## config.mk

```make
export PLATFORM = sky130hd
export DESIGN_NAME = branch_target_arbiter
export DESIGN_NICKNAME = d
export VERILOG_FILES = /design/src/rtl/branch_target_arbiter_pkg.sv /design/src/rtl/branch_target_arbiter_sl2.sv /design/src/rtl/branch_target_arbiter.sv
export SDC_FILE = /design/constraint.sdc
export NUM_CORES = 1
export LEC_CHECK = 0
export ABC_AREA = 1
export BUFFER_PORTS_ARGS = -buffer_cell sky130_fd_sc_hd__buf_4
export CAP_MARGIN = 20
export CORE_ASPECT_RATIO = 0.9
export CORE_MARGIN = 2
export CORE_UTILIZATION = 40
export DETAILED_ROUTE_END_ITERATION = 6
export PLACE_DENSITY_LB_ADDON = 0.3
export REMOVE_ABC_BUFFERS = 1
export SYNTH_ARGS = -nofsm -noshare
export SYNTH_HDL_FRONTEND = slang
export SYNTH_SLANG_ARGS = --single-unit
```

## constraint.sdc

```tcl
create_clock -name clk_i -period 3.71 [get_ports clk_i]
set_input_delay 0.5565 -clock clk_i [delete_from_list [all_inputs] [get_ports clk_i]]
set_output_delay 0.5565 -clock clk_i [all_outputs]
set_load 0.01 [all_outputs]
```

## src/rtl/branch_target_arbiter_pkg.sv

```systemverilog
// Shared CPU package: FSM/source encodings, result payload and target helpers
// for the branch/jump target arbiter.
package branch_target_arbiter_pkg;

    localparam int unsigned ADDR_W  = 32;
    localparam int unsigned IDX_W   = 26;
    localparam int unsigned STATE_W = 1;

    localparam logic [STATE_W-1:0] ST_EMPTY = 1'b0;
    localparam logic [STATE_W-1:0] ST_FULL  = 1'b1;

    localparam logic SRC_BR = 1'b0;
    localparam logic SRC_JP = 1'b1;

    typedef struct packed {
        logic [ADDR_W-1:0] addr;
        logic              src;
    } tgt_t;

    // Branch target: PC+4 plus the already word-shifted offset, wrapping mod 2^32.
    function automatic logic [ADDR_W-1:0] calc_br_target(
        input logic [ADDR_W-1:0] pc4,
        input logic [ADDR_W-1:0] shifted
    );
        return ADDR_W'(pc4 + shifted);
    endfunction

    // Jump target: upper nibble of PC+4 above the shifted 26-bit index.
    function automatic logic [ADDR_W-1:0] calc_jp_target(
        input logic [3:0]        pc4_hi,
        input logic [ADDR_W-1:0] shifted
    );
        return {pc4_hi, shifted[27:0]};
    endfunction

endpackage

```

## src/rtl/branch_target_arbiter_sl2.sv

```systemverilog
// 32-bit shift-left-two with zero fill, shared by branch and jump paths.
module branch_target_arbiter_sl2
    import branch_target_arbiter_pkg::*;
(
    input  logic [ADDR_W-1:0] a,
    output logic [ADDR_W-1:0] y_c
);

    logic unused_top_bits;

    assign y_c             = {a[ADDR_W-3:0], 2'b00};
    assign unused_top_bits = ^a[ADDR_W-1:ADDR_W-2];

endmodule

```

## src/rtl/branch_target_arbiter.sv

```systemverilog
// Arbitrates branch and jump target requests onto one shared shifter and a
// single-entry registered result slot with valid/ready handshakes.
module branch_target_arbiter
    import branch_target_arbiter_pkg::*;
#(
    parameter int unsigned ARB_RR = 1
) (
    input  logic              clk_i,
    input  logic              rst_i,
    input  logic              br_valid_i,
    output logic              br_ready_o,
    input  logic [ADDR_W-1:0] br_pc4_i,
    input  logic [ADDR_W-1:0] br_imm_i,
    input  logic              jp_valid_i,
    output logic              jp_ready_o,
    input  logic [ADDR_W-1:0] jp_pc4_i,
    input  logic [IDX_W-1:0]  jp_idx_i,
    output logic              tgt_valid_o,
    input  logic              tgt_ready_i,
    output logic [ADDR_W-1:0] tgt_addr_o,
    output logic              tgt_src_o
);

    logic [STATE_W-1:0] state;
    logic [STATE_W-1:0] next_state;
    logic               last_src;
    tgt_t               result;
    tgt_t               next_result;

    logic               grant_br;
    logic               grant_jp;
    logic               can_accept;
    logic               accept;
    logic [ADDR_W-1:0]  sl_in;
    logic [ADDR_W-1:0]  sl_out;
    logic               unused_jp_pc_bits;

    assign unused_jp_pc_bits = ^jp_pc4_i[ADDR_W-5:0];

    // Grant selection: a lone requester always wins; contention uses the mode.
    always_comb begin
        grant_br = 1'b0;
        grant_jp = 1'b0;
        if (br_valid_i && jp_valid_i) begin
            if ((ARB_RR == 0) || (last_src == SRC_JP)) begin
                grant_br = 1'b1;
            end else begin
                grant_jp = 1'b1;
            end
        end else begin
            grant_br = br_valid_i;
            grant_jp = jp_valid_i;
        end
    end

    // Readies are held low while reset is asserted even though state is EMPTY.
    assign can_accept = rst_i && ((state == ST_EMPTY) || tgt_ready_i);
    assign br_ready_o = can_accept && grant_br;
    assign jp_ready_o = can_accept && grant_jp;
    assign accept     = br_ready_o || jp_ready_o;

    assign sl_in = grant_jp ? {{(ADDR_W-IDX_W){1'b0}}, jp_idx_i} : br_imm_i;

    branch_target_arbiter_sl2 u_sl2 (
        .a   (sl_in),
        .y_c (sl_out)
    );

    always_comb begin
        next_result = result;
        if (accept) begin
            if (grant_jp) begin
                next_result.addr = calc_jp_target(jp_pc4_i[ADDR_W-1:ADDR_W-4], sl_out);
                next_result.src  = SRC_JP;
            end else begin
                next_result.addr = calc_br_target(br_pc4_i, sl_out);
                next_result.src  = SRC_BR;
            end
        end
    end

    // State register.
    always_ff @(posedge clk_i or negedge rst_i) begin
        if (!rst_i) begin
            state <= ST_EMPTY;
        end else begin
            state <= next_state;
        end
    end

    // Next state: a drain without a new accept empties the slot.
    always_comb begin
        next_state = state;
        case (state)
            ST_EMPTY: begin
                if (accept) begin
                    next_state = ST_FULL;
                end
            end
            ST_FULL: begin
                if (tgt_ready_i && !accept) begin
                    next_state = ST_EMPTY;
                end
            end
            default: next_state = ST_EMPTY;
        endcase
    end

    // Result payload and last-grant pointer move only on an accepted request.
    always_ff @(posedge clk_i or negedge rst_i) begin
        if (!rst_i) begin
            result   <= '0;
            last_src <= SRC_JP;
        end else begin
            result <= next_result;
            if (accept) begin
                last_src <= grant_jp ? SRC_JP : SRC_BR;
            end
        end
    end

    assign tgt_valid_o = (state == ST_FULL);
    assign tgt_addr_o  = result.addr;
    assign tgt_src_o   = result.src;

endmodule
```

# Word-level counts from Yosys, hierarchy flattened
# Cells that the tools add are included.
[op_classes]
n_addsub = 1
muxes = 10
bitwise = 1
reduce_logical = 8
[op_table]
columns = ["operator", "count"]
rows = [
  ["33-bit 2-to-1 mux", 1],
  ["32-bit adder", 1],
  ["30-bit 2-to-1 mux", 1],
  ["1-bit 2-to-1 mux", 7],
  ["1-bit logical AND", 5],
  ["1-bit logical OR", 2],
  ["1-bit case mux with 2 select lines", 1],
  ["1-bit logical NOT", 1],
  ["1-bit inverter", 1],
]
[word_totals]
ff_bits = 35
inputBits = 127
output_inout_bits = 36

# Longest topological paths before layout
[depth]
depth_word = 9
ltp_mapped = 21

# Cells and area by module
# Synthesis repeated with hierarchy kept, for this count alone.
[unflattened]
cells_unflattened = 835
hier_area_um2 = 4639.4
[by_module_without_submodules]
columns = ["module", "instances", "cells_each", "area_each_um2"]
rows = [
  ["branch_target_arbiter", 1, 802, 4395.5],
  ["branch_target_arbiter_sl2", 1, 33, 244.0],
]

# Worst setup path after synthesis
# No wires, ideal clock.
[synth_path]
path_kind = "input to register"
start = "input port br_valid_i"
end = "register result (netlist bit tgt_addr_o[18])"
setup_time_ns = 0.117
t_arrival_ns = 2.623
required_ns = 3.593
slack_ns = 0.970
stages = 19
path_buffers = 2
cell_sequence = "nand2_1 > nand2_1 > clkbuf_1 > buf_2 > nand2_1 > nand2_1 > ha_1 > inv_1 > fa_1 > inv_1 > nand3_1 > nand3_1 > nand2_1 > nand2_1 > nand3_1 > nand3_1 > nand3_1 > nand3_1 > nand2_1"
[synth_between]
elab_chain_cells = 5
[synth_lines]
columns = ["item", "line", "source"]
rows = [
  ["from (decl)", "branch_target_arbiter.sv:10", "input logic br_valid_i,"],
  ["1-bit logical AND", "branch_target_arbiter.sv:44", "if (br_valid_i && jp_valid_i) begin"],
  ["1-bit 2-to-1 mux", "branch_target_arbiter.sv:44", ""],
  ["30-bit 2-to-1 mux", "branch_target_arbiter.sv:62", "assign sl_in = grant_jp ? {{(ADDR_W-IDX_W){1'b0}}, jp_idx_i} : br_imm_i;"],
  ["32-bit adder", "branch_target_arbiter_pkg.sv:25", "return ADDR_W'(pc4 + shifted);"],
  ["33-bit 2-to-1 mux", "branch_target_arbiter.sv:72", "if (grant_jp) begin"],
  ["to (signal assigned)", "branch_target_arbiter.sv:115", "result <= next_result;"],
  ["to (decl)", "branch_target_arbiter.sv:27", "tgt_t result;"],
]
# Parallel ways exist; a longest one is shown, timed or not.
# A chain may end at the register's enable or synchronous reset.

# Final worst setup path
[layout_path]
start = "register last_src"
end = "register result (netlist bit tgt_addr_o[28])"
[layout_between]
elab_chain_cells = 5
[layout_lines]
columns = ["item", "line", "source"]
rows = [
  ["from (decl)", "branch_target_arbiter.sv:26", "logic last_src;"],
  ["from (signal assigned)", "branch_target_arbiter.sv:117", "last_src <= grant_jp ? SRC_JP : SRC_BR;"],
  ["1-bit 2-to-1 mux", "branch_target_arbiter.sv:45", "if ((ARB_RR == 0) || (last_src == SRC_JP)) begin"],
  ["1-bit 2-to-1 mux", "branch_target_arbiter.sv:44", ""],
  ["30-bit 2-to-1 mux", "branch_target_arbiter.sv:62", ""],
  ["32-bit adder", "branch_target_arbiter_pkg.sv:25", ""],
  ["33-bit 2-to-1 mux", "branch_target_arbiter.sv:72", ""],
]
# Parallel ways exist; a longest one is shown, timed or not.

==> metrics.md <==
| Metric | Value |
|---|---|
| Outcome | finished clean |
| Routed vias | 4750 |
| EDFF count, synth | 0 |
| # DRC | 0 |
| # setup viols final | 0 |
| Yosys top cell area share | 24.4% |
| Post-synth top cells | 280 x nand2_1, 137 x inv_1, 45 x nor2_1 |
| Post-DR wirelength/cell | 12.5 um |
| Crit Path Class | reg2reg |
| Initial antenna violation count | 0 |
| Main synth FF type | dfrtp_1 |
| Mux contribution to synthesized area | 0% |
| CP Data Required Time | 3880 ps |
| DR iter-0 viols | 369 |
| Crit path DAT | about 3100 ps |
| H-tree level count | 2 |
| Final Critical Period | approximately 3000 ps |
| GR Util All Layers | about 22% |
| Clk pin slew, worst setup/hold paths | around 70 ps |
| Power Density | 452 nW/um^2 |
| Net count, final | 1028 |
| Most common cell in the netlist | nand2_1 |
| DR vias/cell | 4.75 |
| PortBufs | between 100 and 150 |
| Ports | around 160 |
| Max Root-Sink Buffers | 2 |
| Row Count | 35 |
| DP Wirelength | slightly above 10000 um |
| Worst setup SP type | flop |
| Sequential area share after synthesis | between 20% and 30% |
| DIE AREA | around 12000 um^2 |
| # resized after CTS | 0 |
| Least-Margin Pin Slew | a little under 700 ps |
| Worst Clk Skew | approximately 8.3 ps |
| First-pass GRT wire length | around 21000 um |
| Area leader, netlist | nand2_1 |
| Sink Count | 35 |
| Gr ovfl total | 0 |
| Largest cells by area after synthesis | nand2_1 24%, dfrtp_1 20%, inv_1 12%, ha_1 9.0%, nand3_1 5.1% |
| Post CTS Setup Buffer Count | 0 |
| Total CTS buffers | 5 |
| Mapped Avg Cell Area | 5.83 um^2 |
| FF+latch count, synth | 35 |
| Mapped Area | between 4000 and 5000 um^2 |
| Fraction of registers with async set/reset | 100% |
| Adder-cell share of the synthesized area | a little under a tenth |
| Drt pass-1 iters | 4 |
| Setup TNS Final | 0 ps |
| Setup crit end kind | flop |
| Pin count of the biggest net entering global routing | 47 |
| Die Y | a little over 100 um |
| Vias in the first global route | ~4500 |
| Final hold slack | around 380 ps |
| Slew margin rel. | a little over half |
| P_leak | roughly 0.0034 uW |
| Final wirelength | ~12000 um |
| Largest family of logic cells by synthesized area | simple AND/OR/NAND/NOR gates |
| Core area | 10400 um^2 |
| Final Slew Violations | 0 |
| Number of diodes | 0 |
| GPL Wtd Cong | between 0.8 and 0.9 |
| CTS tree | done |
| Root Buffer | clkbuf_16 |
| Post-synthesis simple-gate area fraction | a little over two fifths |
| Post-synth cell types | 36 |
| Maxcap violations | 0 |
| Synth Instances | 738 |
| Max IR drop VDD | approximately 0.19 mV |
| Post-route ant nets | 0 |
| Unrepaired setup endpoints after global routing | false |
| Synth warn | 0 |
| Die Wd | between 100 and 150 um |
| Hold Crit Class | in2async |
| Later-pin clock latency in the skew report | around 290 ps |
| Synthesis-to-finish area growth | 30.2% |
| Number of failing hold endpoints at the final stage | 0 |
| Tcrit/Tclk final | between 70% and 80% |
| Post-synthesis compound-gate area fraction | a little over a tenth |
| Starting density of the core | 41.5% |
| Share of layout cells above drive strength 1 | 22.9% |
| Crit path max fanout | 29 |
| FMAX | 337 MHz |
| Hold_buf cts | 0 |
| Pwr Total | 2530 uW |
| Xor/xnor share of the synthesized area | 2.44% |
[final timing paths]
| path | start | end | slack [ps] | depth (start not counted) |
|---|---|---|---|---|
| setup / recovery | last_src | tgt_addr_o[28] | 750 | 17 |
| hold / removal | rst_i | tgt_addr_o[16] | 380 | 2 |
| setup reg to reg | last_src | tgt_addr_o[28] | 750 | 17 |
| hold reg to reg | tgt_addr_o[12] | tgt_addr_o[12] | 480 | 2 |
| max in group asynchronous | rst_i | last_src | 2960 | 2 |
| min in group clk_i | tgt_addr_o[12] | tgt_addr_o[12] | 480 | 2 |
[cells by family after synthesis]
family                     after synthesis
AOI/OAI and AO/OA                       81
DFF                                     35
buffers and inverters                  157
xor gates and xnor gates                12
and+or+nand+nor                        421
adders and majority gates               32
[layout by cell type (no fill, tap or decap)]
cell type    n
a21o_1       1
a21oi_1     29
a21oi_4      1
a22o_1       2
a31oi_1      2
and2_1       3
buf_12       1
buf_4      138
bufinv_16    2
clkbuf_1     1
clkbuf_16    5
dfrtp_1     34
dfstp_2      1
fa_1         1
ha_1        31
inv_1      137
inv_2        4
inv_6        1
nand2_1    280
nand2_2      9
nand3_1     44
nand3_2      5
nand4_1      5
nor2_1      45
nor2_2      10
nor2_8       1
nor3_1       1
nor3_2       2
o211ai_1     6
o21a_2       1
o21ai_0     29
o21ai_1      4
o21ai_2      2
o21bai_1     4
or2_2       16
xnor2_1      1
xor2_1      11
[state kept, by name, summed over array words and instances, names as in the netlist]
register     flops
tgt_addr_o      32
last_src         1
tgt_src_o        1
tgt_valid_o      1
[metrics by stage]
stage	utilization, %	area (um^2)	cells	setup slack [ps]
5_1_grt	54.0	5600	999	504
3_3_place_gp	52.2	5420	991	616
4_1_cts	54.0	5600	999	777
3_5_place_dp	52.2	5420	991	575
2_1_floorplan	-	4200	723	309
6_report	54.0	5600	999	745
[where the power goes]
group          total (uW)  switching [uW]  internal, uW
sequential            612            82.3           530
clock                 564             178           386
combinational        1360             775           581
[layer usage]
layer,part of all wire [%],vias up,GRT usage (%),wire (um)
li1,-,2523,-,-
met1,51,2080,32.2,6330
met2,42,141,36.3,5230
met3,6.8,6,3.62,855
met4,0.58,0,3.56,72
met5,0,-,0,0
[layout make-up]
class                           instances  area (um^2)
Clock buffer                            6          129
Tap cell                              129          161
Multi-Input combinational cell        546         2780
Clock inverter                          2         60.1
Inverter                              142          538
Timing Repair Buffer                  139         1060
Fill cell                            1106         4770
Sequential cell                        35          877
[critical path, cell delays in order, from the launching register on]
cell and delay (ps):
dfstp_2 520, nand2_1 40, nand2_1 190, inv_2 160
buf_12 190, o21ai_0 180, inv_1 70, ha_1 350
nand2_2 130, inv_1 60, a21oi_1 260, nand3_2 190
nand3_1 130, nand2_1 60, nand2_1 60, nand3_1 110
nand2_1 80, nand2_1 60
Power figures use the tool's default switching activity.
